$ cat src/rtl/mult_seq_pkg.sv
// Shared types and helpers for the sequential unsigned multiplier:
// FSM state enum, width helpers and a mod-3 reduction for any width up to 64 bits.
package mult_seq_pkg;

  typedef enum logic [1:0] {
    IDLE = 2'd0,
    BUSY = 2'd1,
    DONE = 2'd2
  } state_t;

  localparam int RES_MAX_W = 64;

  // Iteration counter width: it must hold the value WIDTH itself.
  function automatic int calc_cnt_w(input int width);
    return $clog2(width + 1);
  endfunction

  function automatic int calc_pw(input int width);
    return 2 * width;
  endfunction

  // Since 4 == 1 (mod 3), summing base-4 digits keeps the residue.
  function automatic logic [1:0] mod3(input logic [RES_MAX_W-1:0] v);
    logic [2:0] r;
    r = 3'd0;
    for (int i = 0; i < RES_MAX_W / 2; i++) begin
      r = r + {1'b0, v[2*i +: 2]};
      if (r >= 3'd3) r = r - 3'd3;
    end
    return r[1:0];
  endfunction

endpackage

$ cat src/rtl/mult_seq_unsigned_if.sv
// Operand/product handshake bundle for mult_seq_unsigned.
// The master drives operands and out_ready; the slave (multiplier) drives the rest.
interface mult_seq_unsigned_if #(
  parameter int WIDTH = 4
);
  logic               in_valid;
  logic               in_ready;
  logic [WIDTH-1:0]   a;
  logic [WIDTH-1:0]   b;
  logic               out_valid;
  logic               out_ready;
  logic [2*WIDTH-1:0] p;
  logic               busy;
  logic               err;

  modport master (
    output in_valid, a, b, out_ready,
    input  in_ready, out_valid, p, busy, err
  );

  modport slave (
    input  in_valid, a, b, out_ready,
    output in_ready, out_valid, p, busy, err
  );
endinterface

$ cat src/rtl/mult_seq_mod3.sv
// Combinational mod-3 residue of a W-bit unsigned value (W up to 64).
module mult_seq_mod3
  import mult_seq_pkg::*;
#(
  parameter int W = 4
) (
  input  logic [W-1:0] i_x,
  output logic [1:0]   o_res
);
  assign o_res = mod3(RES_MAX_W'(i_x));
endmodule

$ cat src/rtl/mult_seq_unsigned.sv
// Sequential radix-2 shift-add unsigned WIDTH x WIDTH multiplier, valid/ready on both sides.
// Define MULT_SEQ_RESIDUE_CHECK_EN to add the mod-3 residue checker that drives err.
module mult_seq_unsigned
  import mult_seq_pkg::*;
#(
  parameter int WIDTH     = 4,
  parameter bit ZERO_SKIP = 1'b1
) (
  input  logic               clk,
  input  logic               rst_n,
  mult_seq_unsigned_if.slave bus
);

  localparam int CNT_W = calc_cnt_w(WIDTH);
  localparam int PW    = calc_pw(WIDTH);

  generate
    if (WIDTH < 2 || WIDTH > 32) begin : g_bad_width
      $error("mult_seq_unsigned: WIDTH must be within 2..32");
    end
  endgenerate

  state_t           r_state;
  state_t           w_state_nxt;
  logic [WIDTH-1:0] r_mcand;
  logic [PW-1:0]    r_acc;
  logic [PW-1:0]    r_p;
  logic [CNT_W-1:0] r_cnt;
  logic [CNT_W-1:0] w_cnt_nxt;
  logic [WIDTH:0]   w_sum;
  logic [PW-1:0]    w_acc_shift;
  logic             w_zero;
  logic             w_last;

  // One shift-add step; the adder carry lands in the top product bit after the shift.
  always_comb begin
    w_sum       = {1'b0, r_acc[PW-1:WIDTH]} + (r_acc[0] ? {1'b0, r_mcand} : '0);
    w_acc_shift = {w_sum, r_acc[WIDTH-1:1]};
    w_cnt_nxt   = r_cnt + CNT_W'(1);
    w_last      = (w_cnt_nxt == CNT_W'(WIDTH));
    w_zero      = (bus.a == '0) || (bus.b == '0);
  end

  // NOTE: every output of a combinational block gets a default first so no latch is inferred.
  always_comb begin
    w_state_nxt = r_state;
    unique case (r_state)
      IDLE: begin
        if (bus.in_valid) w_state_nxt = (ZERO_SKIP && w_zero) ? DONE : BUSY;
      end
      BUSY: begin
        if (w_last) w_state_nxt = DONE;
      end
      DONE: begin
        if (bus.out_ready) w_state_nxt = IDLE;
      end
      default: w_state_nxt = IDLE;
    endcase
  end

  // NOTE: clocked state uses non-blocking assignments so every flop samples pre-edge values.
  always_ff @(posedge clk or negedge rst_n) begin
    if (!rst_n) r_state <= IDLE;
    else        r_state <= w_state_nxt;
  end

  always_ff @(posedge clk or negedge rst_n) begin
    if (!rst_n) begin
      r_mcand <= '0;
      r_acc   <= '0;
      r_cnt   <= '0;
      r_p     <= '0;
    end else begin
      unique case (r_state)
        IDLE: begin
          if (bus.in_valid) begin
            r_mcand <= bus.a;
            r_acc   <= {{WIDTH{1'b0}}, bus.b};
            r_cnt   <= '0;
            if (ZERO_SKIP && w_zero) r_p <= '0;
          end
        end
        BUSY: begin
          r_acc <= w_acc_shift;
          r_cnt <= w_cnt_nxt;
          if (w_last) r_p <= w_acc_shift;
        end
        default: begin
        end
      endcase
    end
  end

  assign bus.in_ready  = (r_state == IDLE);
  assign bus.out_valid = (r_state == DONE);
  assign bus.busy      = (r_state == BUSY);
  assign bus.p         = r_p;

`ifdef MULT_SEQ_RESIDUE_CHECK_EN
  logic [1:0] w_res_a;
  logic [1:0] w_res_b;
  logic [1:0] w_res_p;
  logic [1:0] w_res_ab;
  logic [3:0] w_res_prod;
  logic [1:0] r_ra;
  logic [1:0] r_rb;
  logic       r_err;

  mult_seq_mod3 #(.W(WIDTH)) u_mod3_a (.i_x(bus.a),       .o_res(w_res_a));
  mult_seq_mod3 #(.W(WIDTH)) u_mod3_b (.i_x(bus.b),       .o_res(w_res_b));
  mult_seq_mod3 #(.W(PW))    u_mod3_p (.i_x(w_acc_shift), .o_res(w_res_p));

  assign w_res_prod = {2'b00, r_ra} * {2'b00, r_rb};
  assign w_res_ab   = mod3(RES_MAX_W'(w_res_prod));

  // Advisory flag: compared against the value being loaded into p, held through DONE.
  always_ff @(posedge clk or negedge rst_n) begin
    if (!rst_n) begin
      r_ra  <= '0;
      r_rb  <= '0;
      r_err <= 1'b0;
    end else begin
      unique case (r_state)
        IDLE: begin
          if (bus.in_valid) begin
            r_ra  <= w_res_a;
            r_rb  <= w_res_b;
            r_err <= 1'b0;
          end
        end
        BUSY: begin
          if (w_last) r_err <= (w_res_ab != w_res_p);
        end
        DONE: begin
          if (bus.out_ready) r_err <= 1'b0;
        end
        default: begin
        end
      endcase
    end
  end

  assign bus.err = r_err;
`else
  assign bus.err = 1'b0;
`endif

endmodule

$ cat src/flat_wrapper.sv
// flat-port wrapper written by rule: the top's interface ports become plain ports
module mult_seq_unsigned_flat import mult_seq_pkg::*;
#(
  parameter int WIDTH     = 4,
  parameter bit ZERO_SKIP = 1'b1
)
  (clk, rst_n, bus_in_valid, bus_a, bus_b, bus_out_ready, bus_in_ready, bus_out_valid, bus_p, bus_busy, bus_err);
  mult_seq_unsigned_if #(.WIDTH(WIDTH)) bus_i ();
  input  logic clk;
  input  logic rst_n;
  input wire logic [$bits(bus_i.in_valid)-1:0] bus_in_valid;
  input wire logic [$bits(bus_i.a)-1:0] bus_a;
  input wire logic [$bits(bus_i.b)-1:0] bus_b;
  input wire logic [$bits(bus_i.out_ready)-1:0] bus_out_ready;
  output wire logic [$bits(bus_i.in_ready)-1:0] bus_in_ready;
  output wire logic [$bits(bus_i.out_valid)-1:0] bus_out_valid;
  output wire logic [$bits(bus_i.p)-1:0] bus_p;
  output wire logic [$bits(bus_i.busy)-1:0] bus_busy;
  output wire logic [$bits(bus_i.err)-1:0] bus_err;
  assign bus_i.in_valid = bus_in_valid;
  assign bus_i.a = bus_a;
  assign bus_i.b = bus_b;
  assign bus_i.out_ready = bus_out_ready;
  assign bus_in_ready = bus_i.in_ready;
  assign bus_out_valid = bus_i.out_valid;
  assign bus_p = bus_i.p;
  assign bus_busy = bus_i.busy;
  assign bus_err = bus_i.err;
  mult_seq_unsigned #(.WIDTH(WIDTH), .ZERO_SKIP(ZERO_SKIP)) u_core (.clk(clk), .rst_n(rst_n), .bus(bus_i));
endmodule
$ cat config.mk
export PLATFORM = sky130hd
export DESIGN_NAME = mult_seq_unsigned_flat
export DESIGN_NICKNAME = d
export VERILOG_FILES = /design/src/rtl/mult_seq_pkg.sv /design/src/rtl/mult_seq_unsigned_if.sv /design/src/rtl/mult_seq_mod3.sv /design/src/rtl/mult_seq_unsigned.sv /design/src/flat_wrapper.sv
export SDC_FILE = /design/constraint.sdc
export NUM_CORES = 1
export LEC_CHECK = 0
export CAP_MARGIN = 0
export CORE_MARGIN = 2
export CORE_UTILIZATION = 45
export CTS_CLUSTER_SIZE = 10
export DETAILED_ROUTE_END_ITERATION = 12
export PLACE_DENSITY = 0.81
export SLEW_MARGIN = 40
export SYNTH_ARGS = -nofsm -noshare
export SYNTH_HDL_FRONTEND = slang
export SYNTH_HIERARCHICAL = 1
export SYNTH_SLANG_ARGS = --single-unit
export TNS_END_PERCENT = 30
$ cat constraint.sdc
create_clock -name clk -period 2.5 [get_ports clk]
set_input_delay 0.5 -clock clk [delete_from_list [all_inputs] [get_ports clk]]
set_output_delay 0.5 -clock clk [all_outputs]
set_load 0.02 [all_outputs]
Yosys cells after proc, flatten, opt, wreduce, memory -nomap -nowiden
Index checks and enable logic that the tools add are counted.
{"block": "totals", "ff_bits": 25, "inputBits": 12, "out_inout_bits": 12}
{"block": "classes", "add_sub_neg": 2, "n_eq_ne": 7, "n_mux": 14, "reduce_logical": 9}
{"operator": "two-way mux 8 bit", "count": 4}
{"operator": "case mux 8 bit (2 select lines)", "count": 2}
{"operator": "zero test 4 bit", "count": 2}
{"operator": "two-way mux 2 bit", "count": 4}
{"operator": "case mux 2 bit (3 select lines)", "count": 1}
{"operator": "case mux 3 bit (2 select lines)", "count": 1}
{"operator": "adder 4 x 5 -> 5 bit", "count": 1}
{"operator": "two-way mux 4 bit", "count": 1}
{"operator": "inequality test 2 x 1 -> 1 bit (second input constant)", "count": 2}
{"operator": "inequality test 2 bit (second input constant)", "count": 2}
{"operator": "AND reduction 2 bit", "count": 2}
{"operator": "AND reduction 4 bit", "count": 1}
{"operator": "adder 3 x 1 -> 3 bit (second input constant)", "count": 1}
{"operator": "equality test 3 bit (second input constant)", "count": 1}
{"operator": "two-way mux 3 bit", "count": 1}
{"operator": "AND reduction 3 bit", "count": 1}
{"operator": "equality test 2 x 1 -> 1 bit (second input constant)", "count": 1}
{"operator": "equality test 2 bit (second input constant)", "count": 1}
{"operator": "zero test 2 bit", "count": 1}
{"operator": "nonzero test 2 bit", "count": 1}
{"operator": "logical OR 1 bit", "count": 1}

Longest topological paths before layout
Gate-level depths: netlist of run 1.
{"block": "logic_depth", "word_depth": 5, "mapped_depth": 7}

Worst setup path before layout of run 1
No wires, ideal clock.
{"block": "synth_path", "path_kind": "register -> register", "startpoint": "register u_core.r_acc[0]", "endpoint": "register u_core.r_p[7] (netlist: u_core/bus.p[7])", "arrival_time_ps": 1717, "required_time_ps": 2375, "setup_slack_ps": 658, "path_stages_with_launch": 8, "path_cell_list": "dfrtp_1 and2_1 ha_1 fa_1 a21o_1 a21oi_1 nor2_1 mux2_2"}
{"block": "synth_via", "elab_chain_len": 4}
{"item": "start: declaration", "line": "mult_seq_unsigned.sv:26", "source": "logic [PW-1:0] r_acc;"}
{"item": "start signal: assignment", "line": "mult_seq_unsigned.sv:78", "source": "r_acc <= {{WIDTH{1'b0}}, bus.b};"}
{"item": "start signal: assignment", "line": "mult_seq_unsigned.sv:84", "source": "r_acc <= w_acc_shift;"}
{"item": "two-way mux 4 bit", "line": "mult_seq_unsigned.sv:37", "source": "w_sum = {1'b0, r_acc[PW-1:WIDTH]} + (r_acc[0] ? {1'b0, r_mcand} : '0);"}
{"item": "adder 4 x 5 -> 5 bit", "line": "mult_seq_unsigned.sv:37"}
{"item": "two-way mux 8 bit", "line": "mult_seq_unsigned.sv:86", "source": "if (w_last) r_p <= w_acc_shift;"}
{"item": "case mux 8 bit (2 select lines)", "line": "mult_seq_unsigned.sv:74", "source": "unique case (r_state)"}
{"item": "end signal: assignment", "line": "mult_seq_unsigned.sv:86"}
{"item": "end: declaration", "line": "mult_seq_unsigned.sv:27", "source": "logic [PW-1:0] r_p;"}
Every way passes these cells. The select of a mux whose other input is x is not followed.
A chain may end at the register's enable or synchronous reset.

Worst setup path after layout of run 1
{"block": "layout_path", "startpoint": "register u_core.r_state[1]", "endpoint": "output bus_busy"}
{"block": "layout_via", "elab_chain_len": 1}
{"item": "start: declaration", "line": "mult_seq_unsigned.sv:23", "source": "state_t r_state;"}
{"item": "start signal: assignment", "line": "mult_seq_unsigned.sv:64", "source": "else r_state <= w_state_nxt;"}
{"item": "equality test 2 x 1 -> 1 bit", "line": "mult_seq_unsigned.sv:96", "source": "assign bus.busy = (r_state == BUSY);"}
{"item": "end: declaration", "line": "flat_wrapper.sv:18", "source": "output wire logic [$bits(bus_i.busy)-1:0] bus_busy;"}
Every way passes these cells.

==> results of run 1 <==
[worst paths after layout]
check                                               from                          end  cells after the start
setup / recovery           u_core/r_state[1]$_DFFE_PN0P_                     bus_busy                      3
hold / removal                                     rst_n  u_core/bus.p[3]$_DFFE_PN0P_                      2
setup reg to reg             u_core/r_acc[0]$_DFFE_PN0P_  u_core/bus.p[7]$_DFFE_PN0P_                      7
hold reg to reg              u_core/r_acc[7]$_DFFE_PN0P_  u_core/r_acc[7]$_DFFE_PN0P_                      1
max in group asynchronous                          rst_n  u_core/r_acc[5]$_DFFE_PN0P_                      2
min in group clk             u_core/r_acc[7]$_DFFE_PN0P_  u_core/r_acc[7]$_DFFE_PN0P_                      1
[logic make-up after synthesis]
| group | Yosys count | share of synthesized area |
|---|---|---|
| adder cells (fa/ha/maj) | 7 | 0.07684 |
| XOR/XNOR | 3 | 0.02124 |
| flip-flops | 25 | 0.5056 |
| AO/OA/AOI/OAI | 20 | 0.1325 |
| AND/OR/NAND/NOR | 28 | 0.1143 |
| buffers and inverters | 8 | 0.04044 |
| multiplexers | 12 | 0.1062 |
| other | 1 | 0.003030 |
[worst max-delay path, stage by stage, from the launching register on]
cell and delay (ps):
dfrtp_1 430, nand2b_1 320, inv_2 120, clkdlybuf4s50_1 600
[flip-flops by register name, indices dropped and copies added, names as in the netlist]
name	count
u_core/bus.p	8
u_core/r_acc	8
u_core/r_cnt	3
u_core/r_mcand	4
u_core/r_state	2
[report_power, final]
| group | switching, W | internal (W) |
|---|---|---|
| Sequential | 0.000114 | 0.000577 |
| Clock | 0.000120 | 0.0000626 |
| Combinational | 0.000469 | 0.000448 |
| Total | 0.000703 | 0.00109 |
[placed cells by master, fill, tap and decap left out, types with 3 or more instances in the layout]
| cell type | synthesis | layout |
|---|---|---|
| ha_1 | 6 | 6 |
| a21o_1 | 4 | 4 |
| o21ai_0 | 5 | 5 |
| mux2_2 | 9 | 9 |
| inv_1 | 3 | 3 |
| nand2_1 | 10 | 10 |
| mux2i_1 | 3 | 3 |
| nor2_1 | 4 | 4 |
| clkbuf_4 | 0 | 3 |
| and2_1 | 8 | 8 |
| dfrtp_1 | 25 | 25 |
| buf_4 | 1 | 3 |
| clkdlybuf4s50_1 | 0 | 22 |
[per-stage QoR]
step           area, um^2  utilization
2_1_floorplan        1237            -
3_3_place_gp         1484       0.5524
3_5_place_dp         1484       0.5524
4_1_cts              1510       0.5622
5_1_grt              1510       0.5622
6_report             1510       0.5622
[routing by layer]
metal / track usage / up-vias
met3: 0.02765 / 2
met1: 0.2145 / 426
met5: 0 / -
met2: 0.2757 / 31
met4: 0.07143 / 0
li1: - / 409
[cell type report]
type | instances | area (um^2)
tap | 31 | 38.79
fill | 234 | 1176
clock buffer | 4 | 26.28
sequential | 25 | 625.6
timing repair buffer | 25 | 242.7
multi-input combinational | 71 | 561.8
inverter | 4 | 15.01
==> results by group, run 1 <==
Power and ir drop
  • Design Power: ~0.0018 W
  • Peak VDD IR: a little over 0.8 mV
  • Cell area power density: approximately 1200 mW/mm^2
  • Leak: slightly above 0.7 nW

Route
  • WL met1: roughly 1.1 mm
  • Iter 0 DRT Violations: 23
  • DR vias: slightly below 900
  • Met2 Wirelength: approximately 1.2 mm
  • Routed met3 length: 127 um
  • TritonRoute pass-1 iters: 4
  • WL final: ~2.4 mm
  • WL/cell: ~15 um
  • DRC Markers: 0
  • Vias/cell: between 5 and 6
  • Post-route ant nets: 0
  • Top sig layer: met4

Logic synthesis
  • Post-synth top flop: dfrtp_1
  • Cell Area, Synth: approximately 0.0012 mm^2
  • Commonest cells post-synth: 25 x dfrtp_1, 10 x nand2_1, 9 x mux2_2, 8 x and2_1, 6 x ha_1
  • Post-synthesis cell type count: 32
  • Post-Synthesis Cells: roughly 100
  • Share of the synthesized area in the top cell type: 0.5056
  • Top cells by area, synth: dfrtp_1 51%, mux2_2 8.2%, ha_1 6.1%
  • Area leader, netlist: dfrtp_1
  • Synth async-reset ratio: 1.000
  • Most frequent cell after synthesis: dfrtp_1
  • Number of synthesized flops with an enable pin: 0
  • Syn_area_per_cell: 11.90 um^2
  • Syn nets: roughly 120
  • Yosys reg bits: 25
  • YS warnings: 6
  • Sequential area share after synthesis: 0.5056

Cells and area
  • Layout cells sized above 1: 0.1783
  • Area Overhead vs Synth: 22.04%
  • Cell Count, Final, Fillers Out: 160
  • Final #Nets: around 150
  • Antenna diode count: 0

Status
  • Status: finished, final reports clean

Timing
  • Final setup viols: 0
  • Tcrit/Tclk final: 0.9151
  • RSZ-0062 raised after global routing: false
  • Fin worst setup slack: roughly 210 ps
  • FMAX: between 0.4 and 0.5 GHz
  • Post-Route Skew: between 4 and 5 ps
  • Worst hold margin: 509.1 ps
  • Slew Viols, Final: 0
  • Crit path time final: about 2300 ps
  • Post-route setup TNS: 0 ps
  • Final Hold Viols: 0

Clocking
  • H-tree Lvls: 1
  • CTS resizes: 0
  • TritonCTS clock tree: done
  • Hold Buf Count CTS: 0
  • Number of buffers created by CTS: 3
  • Clk buf depth: 2
  • Root Buffer: clkbuf_4
  • TritonCTS Sinks: 25
  • Postcts setup bufs: 0
  • Worst-skew pair later-pin latency: 320 ps
  • Worst-path clk slew: approximately 130 ps

Critical path
  • CP arrival: around 1800 ps
  • CP Capture Type: output pin
  • Crit Path Class: flip-flop to output pin
  • CP required: roughly 2000 ps
  • R2R Setup Slk: 510 ps
  • Critical path fanouts, max: 7
  • Setup crit start kind: flip-flop

Placed design
  • Cells after DPL: approximately 160
  • Post-detail-place hpwl: between 1.5 and 2 mm
  • Final Wtd Congestion: 0.7419
  • Dpl ws: roughly 230 ps
  • PortBufs: 22

Floorplanning
  • FP Rows: 19
  • Initial core utilization: 0.4606
  • Core area: about 0.0027 mm^2
  • Die X: approximately 56 um
  • IO Count: 24
  • Die Area: 0.003185 mm^2
  • Die height: about 56 um

Job
  • Max cap viols: 0

GRT
  • Number of global-route vias before repair: ~900
  • First-pass GRT wire length: between 4 and 5 mm
  • Initial antenna violation count: 0
  • Largest net degree at the start of global routing: 26
  • Total track usage: 0.1665
  • Total grt overflow: 0

Hold path
  • Hold WC Path Type: input port to asynchronous set/reset pin
(Power assumes the default switching activity.)
==> inputs of run 2 (changes only) <==
- GPL_TIMING_DRIVEN: default -> 0
==> run 2 against run 1 <==
Cell area grew 0.50%. Critical path depth increased by 2. Total power is 0.21% lower. First-iteration DRC count is 48% lower. Sequential share of layout area down 0.20 points. Non-clock buffer count up 1. Utilization is 0.28 points higher. Clock power decreased by 3%. Clock skew shrank 3.1 ps. Critical endpoint unchanged.
==> results by group, run 2 (synthesized netlist as in run 1, its figures left out) <==
Status
  • Status: finished, final reports clean

Critical path
  • Worst reg-to-reg path cell count: 7 (unchanged)
  • Worst R2R End: u_core/bus.p[7]$_DFFE_PN0P_
  • R2r startpoint: u_core/r_acc[0]$_DFFE_PN0P_
  • CP Capture Type: output pin
  • CP arrival: 1890 ps (+100 ps)
  • Crit Path Class: flip-flop to output pin
  • CP required: 2000 ps (about the same)
  • Setup crit start kind: flip-flop
  • R2R Setup Slk: 550 ps (+40 ps)
  • Critical path fanouts, max: 10 (+3)

GRT
  • First-pass GRT wire length: 3.864 mm (-5.7%)
  • Total grt overflow: 0 (unchanged)
  • Largest net degree at the start of global routing: 26 (unchanged)
  • Number of global-route vias before repair: 845 (-3.6%)
  • Total track usage: 0.1546 (-0.01187)
  • Initial antenna violation count: 0 (unchanged)

Timing
  • Crit path time final: 2394 ps (+106.2 ps)
  • Tcrit/Tclk final: 0.9575 (+0.04247)
  • Fin worst setup slack: 106.1 ps (-106.2 ps)
  • Slew headroom: 0.6421
  • Post-route setup TNS: 0 ps (unchanged)
  • Final setup viols: 0 (unchanged)
  • FMAX: 0.4177 GHz (-4.4%)
  • RSZ-0062 raised after global routing: false
  • Slew Viols, Final: 0 (unchanged)
  • Worst-margin pin slew: 536.8 ps
  • Final Hold Viols: 0 (unchanged)
  • Post-Route Skew: 1.363 ps (-3.085 ps)

Power and ir drop
  • Cell area power density: 1177 mW/mm^2 (-0.70%)
  • Peak VDD IR: 0.6466 mV (-21%)
  • Leak: 0.7295 nW (+1.1%)

Placed design
  • Post-detail-place hpwl: 1.705 mm (-6.5%)
  • PortBufs: 22 (unchanged)
  • Dpl ws: 185.0 ps (-44.16 ps)
  • Final Wtd Congestion: 0.7485 (+0.89%)
  • Area after DPL: 0.001491 mm^2 (+0.51%)
  • Cells after DPL: 157 (+0.64%)

Cells and area
  • Antenna diode count: 0 (unchanged)
  • Commonest non-fill, non-tap cell in the layout: dfrtp_1
  • Area Overhead vs Synth: 22.65%
  • Post-route cell area: 0.001518 mm^2 (+0.50%)
  • Reg area: 625.6 um^2 (unchanged)
  • Filler cell count: 238 (+1.7%)
  • Most frequent cells in the layout: 25 x dfrtp_1, 21 x clkdlybuf4s50_1, 10 x nand2_1
  • Cell Count, Final, Fillers Out: 161 (+0.63%)
  • Multi-input gate area: 561.8 um^2 (unchanged)
  • Final #Nets: 150 (+0.67%)
  • Layout cells sized above 1: 0.1923 (+0.01401)

Floorplanning
  • FP Rows: 19 (unchanged)
  • Die Area: 0.003185 mm^2 (unchanged)
  • Die X: 56.44 um (unchanged)
  • Core area: 0.002686 mm^2 (unchanged)
  • Die height: 56.44 um (unchanged)
  • IO Count: 24 (unchanged)
  • Initial core utilization: 0.4606 (unchanged)

Clocking
  • Worst-skew pair later-pin latency: 310 ps (about the same)
  • Hold Buf Count CTS: 0 (unchanged)
  • Root Buffer: clkbuf_4
  • Clk buf depth: 2 (unchanged)
  • TritonCTS clock tree: done
  • Worst-path clk slew: 130 ps (about the same)
  • H-tree Lvls: 1 (unchanged)
  • CTS resizes: 0 (unchanged)
  • TritonCTS Sinks: 25 (unchanged)
  • Postcts setup bufs: 0 (unchanged)
  • Number of buffers created by CTS: 3 (unchanged)

Route
  • WL final: 2.219 mm (-7.5%)
  • WL/cell: 13.78 um (-8.1%)
  • DR vias: 856 (-1.4%)
  • TritonRoute pass-1 iters: 4 (unchanged)
  • Iter 0 DRT Violations: 12 (-48%)
  • DRC Markers: 0 (unchanged)
  • Post-route ant nets: 0 (unchanged)
  • Vias/cell: 5.317 (-2.0%)

Hold path
  • Hold WC Path Type: input port to asynchronous set/reset pin

Job
  • Max cap viols: 0 (unchanged)
==> run 2: metal layers <==
| metal | routed length (um) | track usage |
|---|---|---|
| met3 | 110 | 0.02304 |
| met4 | 5 | 0.05102 |
| met2 | 1115 | 0.2542 |
| met5 | 0 | 0 |
| met1 | 987 | 0.2093 |
==> run 2: area by class of cell <==
cell class / count / share of cell area
well taps: 31 / 0.02556
flip-flops and latches: 25 / 0.4122
multi-input cells: 71 / 0.3702
repair buffers: 22 / 0.1418
inverters: 4 / 0.009893
plain buffers: 4 / 0.02308
clock buffers: 4 / 0.01731
==> run 2: stage by stage <==
step           utilization  hold WS (ps)  total power [W]
3_5_place_dp        0.5552         481.7         0.001626
6_report            0.5650         144.0         0.001787
3_3_place_gp        0.5571         472.4         0.001594
5_1_grt             0.5650         185.9         0.001921
4_1_cts             0.5650         154.6         0.001811
2_1_floorplan            -         204.4         0.001321
==> run 2: critical path, stage by stage (launching register included) <==
cell,delay [ps]
dfrtp_1,420
nand2b_1,160
buf_6,140
inv_2,100
buf_6,150
clkdlybuf4s50_1,610
==> run 2: worst max-delay path by stage <==
stage / start / to / slack (ps) / cells after the start
2_1_floorplan: u_core/r_acc[0]$_DFFE_PN0P_ / u_core/bus.p[7]$_DFFE_PN0P_ / 660 / 7
3_3_place_gp: bus_a[1] / u_core/bus.p[7]$_DFFE_PN0P_ / 210 / 5
3_5_place_dp: bus_a[1] / u_core/bus.p[7]$_DFFE_PN0P_ / 190 / 5
4_1_cts: u_core/r_state[1]$_DFFE_PN0P_ / bus_busy / 80 / 5
5_1_grt: u_core/r_state[1]$_DFFE_PN0P_ / bus_busy / 40 / 5
6_report: u_core/r_state[1]$_DFFE_PN0P_ / bus_busy / 110 / 5
==> run 2: power by group <==
group	switching (W)	total, W	internal (W)
Sequential	0.000109	0.000686	0.000577
Clock	0.000116	0.000178	0.0000623
Combinational	0.000458	0.000923	0.000464
Total	0.000683	0.00179	0.00110
==> inputs of run 3 (changes only) <==
- CORE_UTILIZATION: 45 -> 50
- CTS_CLUSTER_SIZE: 10 -> default
- PLACE_DENSITY: 0.81 -> 0.87
==> run 3 against run 2 <==
Worst hold slack lost 19 ps. Via count increased by 2.0%. Global-route usage increased by 3.3 points. Sequential share of layout area fell by 0.068 points.
==> results by group, run 3 (synthesized netlist as in run 1, its figures left out) <==
Timing
  • Crit path time final: 2417 ps (+23.08 ps)
  • Final Hold Viols: 0 (unchanged)
  • Final setup viols: 0 (unchanged)
  • Slew Viols, Final: 0 (unchanged)
  • RSZ-0062 raised after global routing: false
  • Post-Route Skew: 16.22 ps (+14.86 ps)
  • Worst-margin pin slew: 552.6 ps (+15.76 ps)
  • Worst hold margin: 124.7 ps (-19.25 ps)
  • Tcrit/Tclk final: 0.9668 (+0.009234)
  • Post-route setup TNS: 0 ps (unchanged)
  • Slew headroom: 0.6316 (-0.01050)
  • FMAX: 0.4137 GHz (-0.96%)

Cells and area
  • Most frequent cells in the layout: 25 x dfrtp_1, 21 x clkdlybuf4s50_1, 10 x nand2_1
  • Area Overhead vs Synth: 22.85%
  • Commonest non-fill, non-tap cell in the layout: dfrtp_1
  • Post-route cell area: 0.001520 mm^2 (+0.16%)
  • Antenna diode count: 0 (unchanged)
  • Final #Nets: 150 (unchanged)
  • Final Core Density: 0.6308 (+0.06587)
  • Layout cells sized above 1: 0.2000 (+0.007692)

Route
  • WL/cell: 15.01 um (+8.9%)
  • Post-route ant nets: 0 (unchanged)
  • DR vias: 873 (+2.0%)
  • WL final: 2.401 mm (+8.2%)
  • Iter 0 DRT Violations: 17 (+5)
  • Vias/cell: 5.456 (+2.6%)
  • DRC Markers: 0 (unchanged)
  • TritonRoute pass-1 iters: 4 (unchanged)

Status
  • Status: finished, final reports clean

Placed design
  • PortBufs: 22 (unchanged)
  • Post-detail-place hpwl: 1.796 mm (+5.4%)
  • Final Wtd Congestion: 0.7713 (+3.0%)
  • Area after DPL: 0.001490 mm^2 (about the same)

Critical path
  • CP Capture Type: output pin
  • Worst reg-to-reg path cell count: 7 (unchanged)
  • End point of the critical path: bus_busy
  • Critical path fanouts, max: 10 (unchanged)
  • Critical Path Start: u_core/r_state[1]$_DFFE_PN0P_
  • Crit Path Class: flip-flop to output pin
  • CP required: 2000 ps (about the same)
  • R2R Setup Slk: 510 ps (-40 ps)
  • Worst R2R End: u_core/bus.p[7]$_DFFE_PN0P_
  • CP arrival: 1920 ps (+30 ps)
  • Setup crit start kind: flip-flop
  • R2r startpoint: u_core/r_acc[0]$_DFFE_PN0P_

Clocking
  • TritonCTS Sinks: 25 (unchanged)
  • CTS resizes: 0 (unchanged)
  • Hold Buf Count CTS: 0 (unchanged)
  • Worst-path clk slew: 150 ps (+20 ps)
  • H-tree Lvls: 1 (unchanged)
  • Root Buffer: clkbuf_4
  • TritonCTS clock tree: done
  • Clk buf depth: 2 (unchanged)
  • Worst-skew pair later-pin latency: 330 ps (+20 ps)
  • Postcts setup bufs: 0 (unchanged)
  • Number of buffers created by CTS: 3 (unchanged)

Floorplanning
  • FP Rows: 18 (-1)
  • IO Count: 24 (unchanged)
  • Die X: 53.75 um (-4.8%)
  • Die height: 53.75 um (-4.8%)
  • Die Area: 0.002889 mm^2 (-9.3%)
  • Core area: 0.002410 mm^2 (-10%)
  • Initial core utilization: 0.5135 (+0.05286)

Power and ir drop
  • Seq pwr share: 0.378 (-0.006)
  • Sw Ratio: 0.3916 (+0.009109)
  • Clk pwr share: 0.104 (+0.004)
  • Design Power: 0.001818 W (+1.7%)
  • P_int: 0.001106 W (+0.24%)
  • Peak VDD IR: 1.015 mV (+57%)
  • Psw: 0.0007119 W (+4.2%)
  • Gate power share: 0.517 (about the same)
  • Leak: 0.7285 nW (-0.14%)
  • Cell area power density: 1196 mW/mm^2 (+1.6%)

GRT
  • Total grt overflow: 0 (unchanged)
  • Largest net degree at the start of global routing: 26 (unchanged)
  • Initial antenna violation count: 0 (unchanged)
  • Number of global-route vias before repair: 866 (+2.5%)
  • Total track usage: 0.1879 (+0.03331)
  • First-pass GRT wire length: 3.857 mm (-0.18%)

Job
  • Max cap viols: 0 (unchanged)

Hold path
  • Hold WC Path Type: input port to asynchronous set/reset pin
==> run 3: worst min path at each step <==
stage,start,to
floorplan,rst_n,u_core/bus.p[0]$_DFFE_PN0P_
global placement,u_core/r_acc[7]$_DFFE_PN0P_,u_core/r_acc[7]$_DFFE_PN0P_
detailed placement,u_core/r_acc[7]$_DFFE_PN0P_,u_core/r_acc[7]$_DFFE_PN0P_
CTS,rst_n,u_core/r_state[1]$_DFFE_PN0P_
global route,rst_n,u_core/r_state[1]$_DFFE_PN0P_
finish,rst_n,u_core/bus.p[1]$_DFFE_PN0P_
==> run 3: cell type report <==
type	instances	area (um^2)
Buffer	4	35.03
Clock buffer	3	22.52
Clock inverter	1	7.507
Fill cell	190	889.6
Inverter	4	15.01
Multi-Input combinational cell	71	561.8
Sequential cell	25	625.6
Tap cell	30	37.54
Timing Repair Buffer	22	215.2
==> run 3: power by group through the flow <==
stage / sequential, W / combinational [W] / clock, W
detailed placement: 0.000695 / 0.000944 / 0
CTS: 0.000687 / 0.000946 / 0.000194
global placement: 0.000683 / 0.000901 / 0
finish: 0.000688 / 0.000940 / 0.000190
floorplan: 0.000727 / 0.000594 / 0
global route: 0.000709 / 0.00103 / 0.000210
==> run 3: metal layers <==
layer,up-vias,GRT usage,share of wire
met3,4,0.03611,0.040
li1,415,-,-
met4,0,0.08547,0.013
met5,-,0,0
met2,24,0.2886,0.47
met1,430,0.2563,0.47
==> run 3: worst max-delay path, stage by stage (launching register included) <==
cell	delay [ps]
dfrtp_1	430
nand2b_1	160
buf_6	140
inv_2	90
buf_6	150
clkdlybuf4s50_1	610
==> run 3: per-stage QoR <==
step / instances / worst slack (ps)
5_1_grt: 160 / 21.60
4_1_cts: 160 / 81.33
6_report: 160 / 83.06
2_1_floorplan: 104 / 658.3
3_3_place_gp: 156 / 221.3
3_5_place_dp: 156 / 138.0
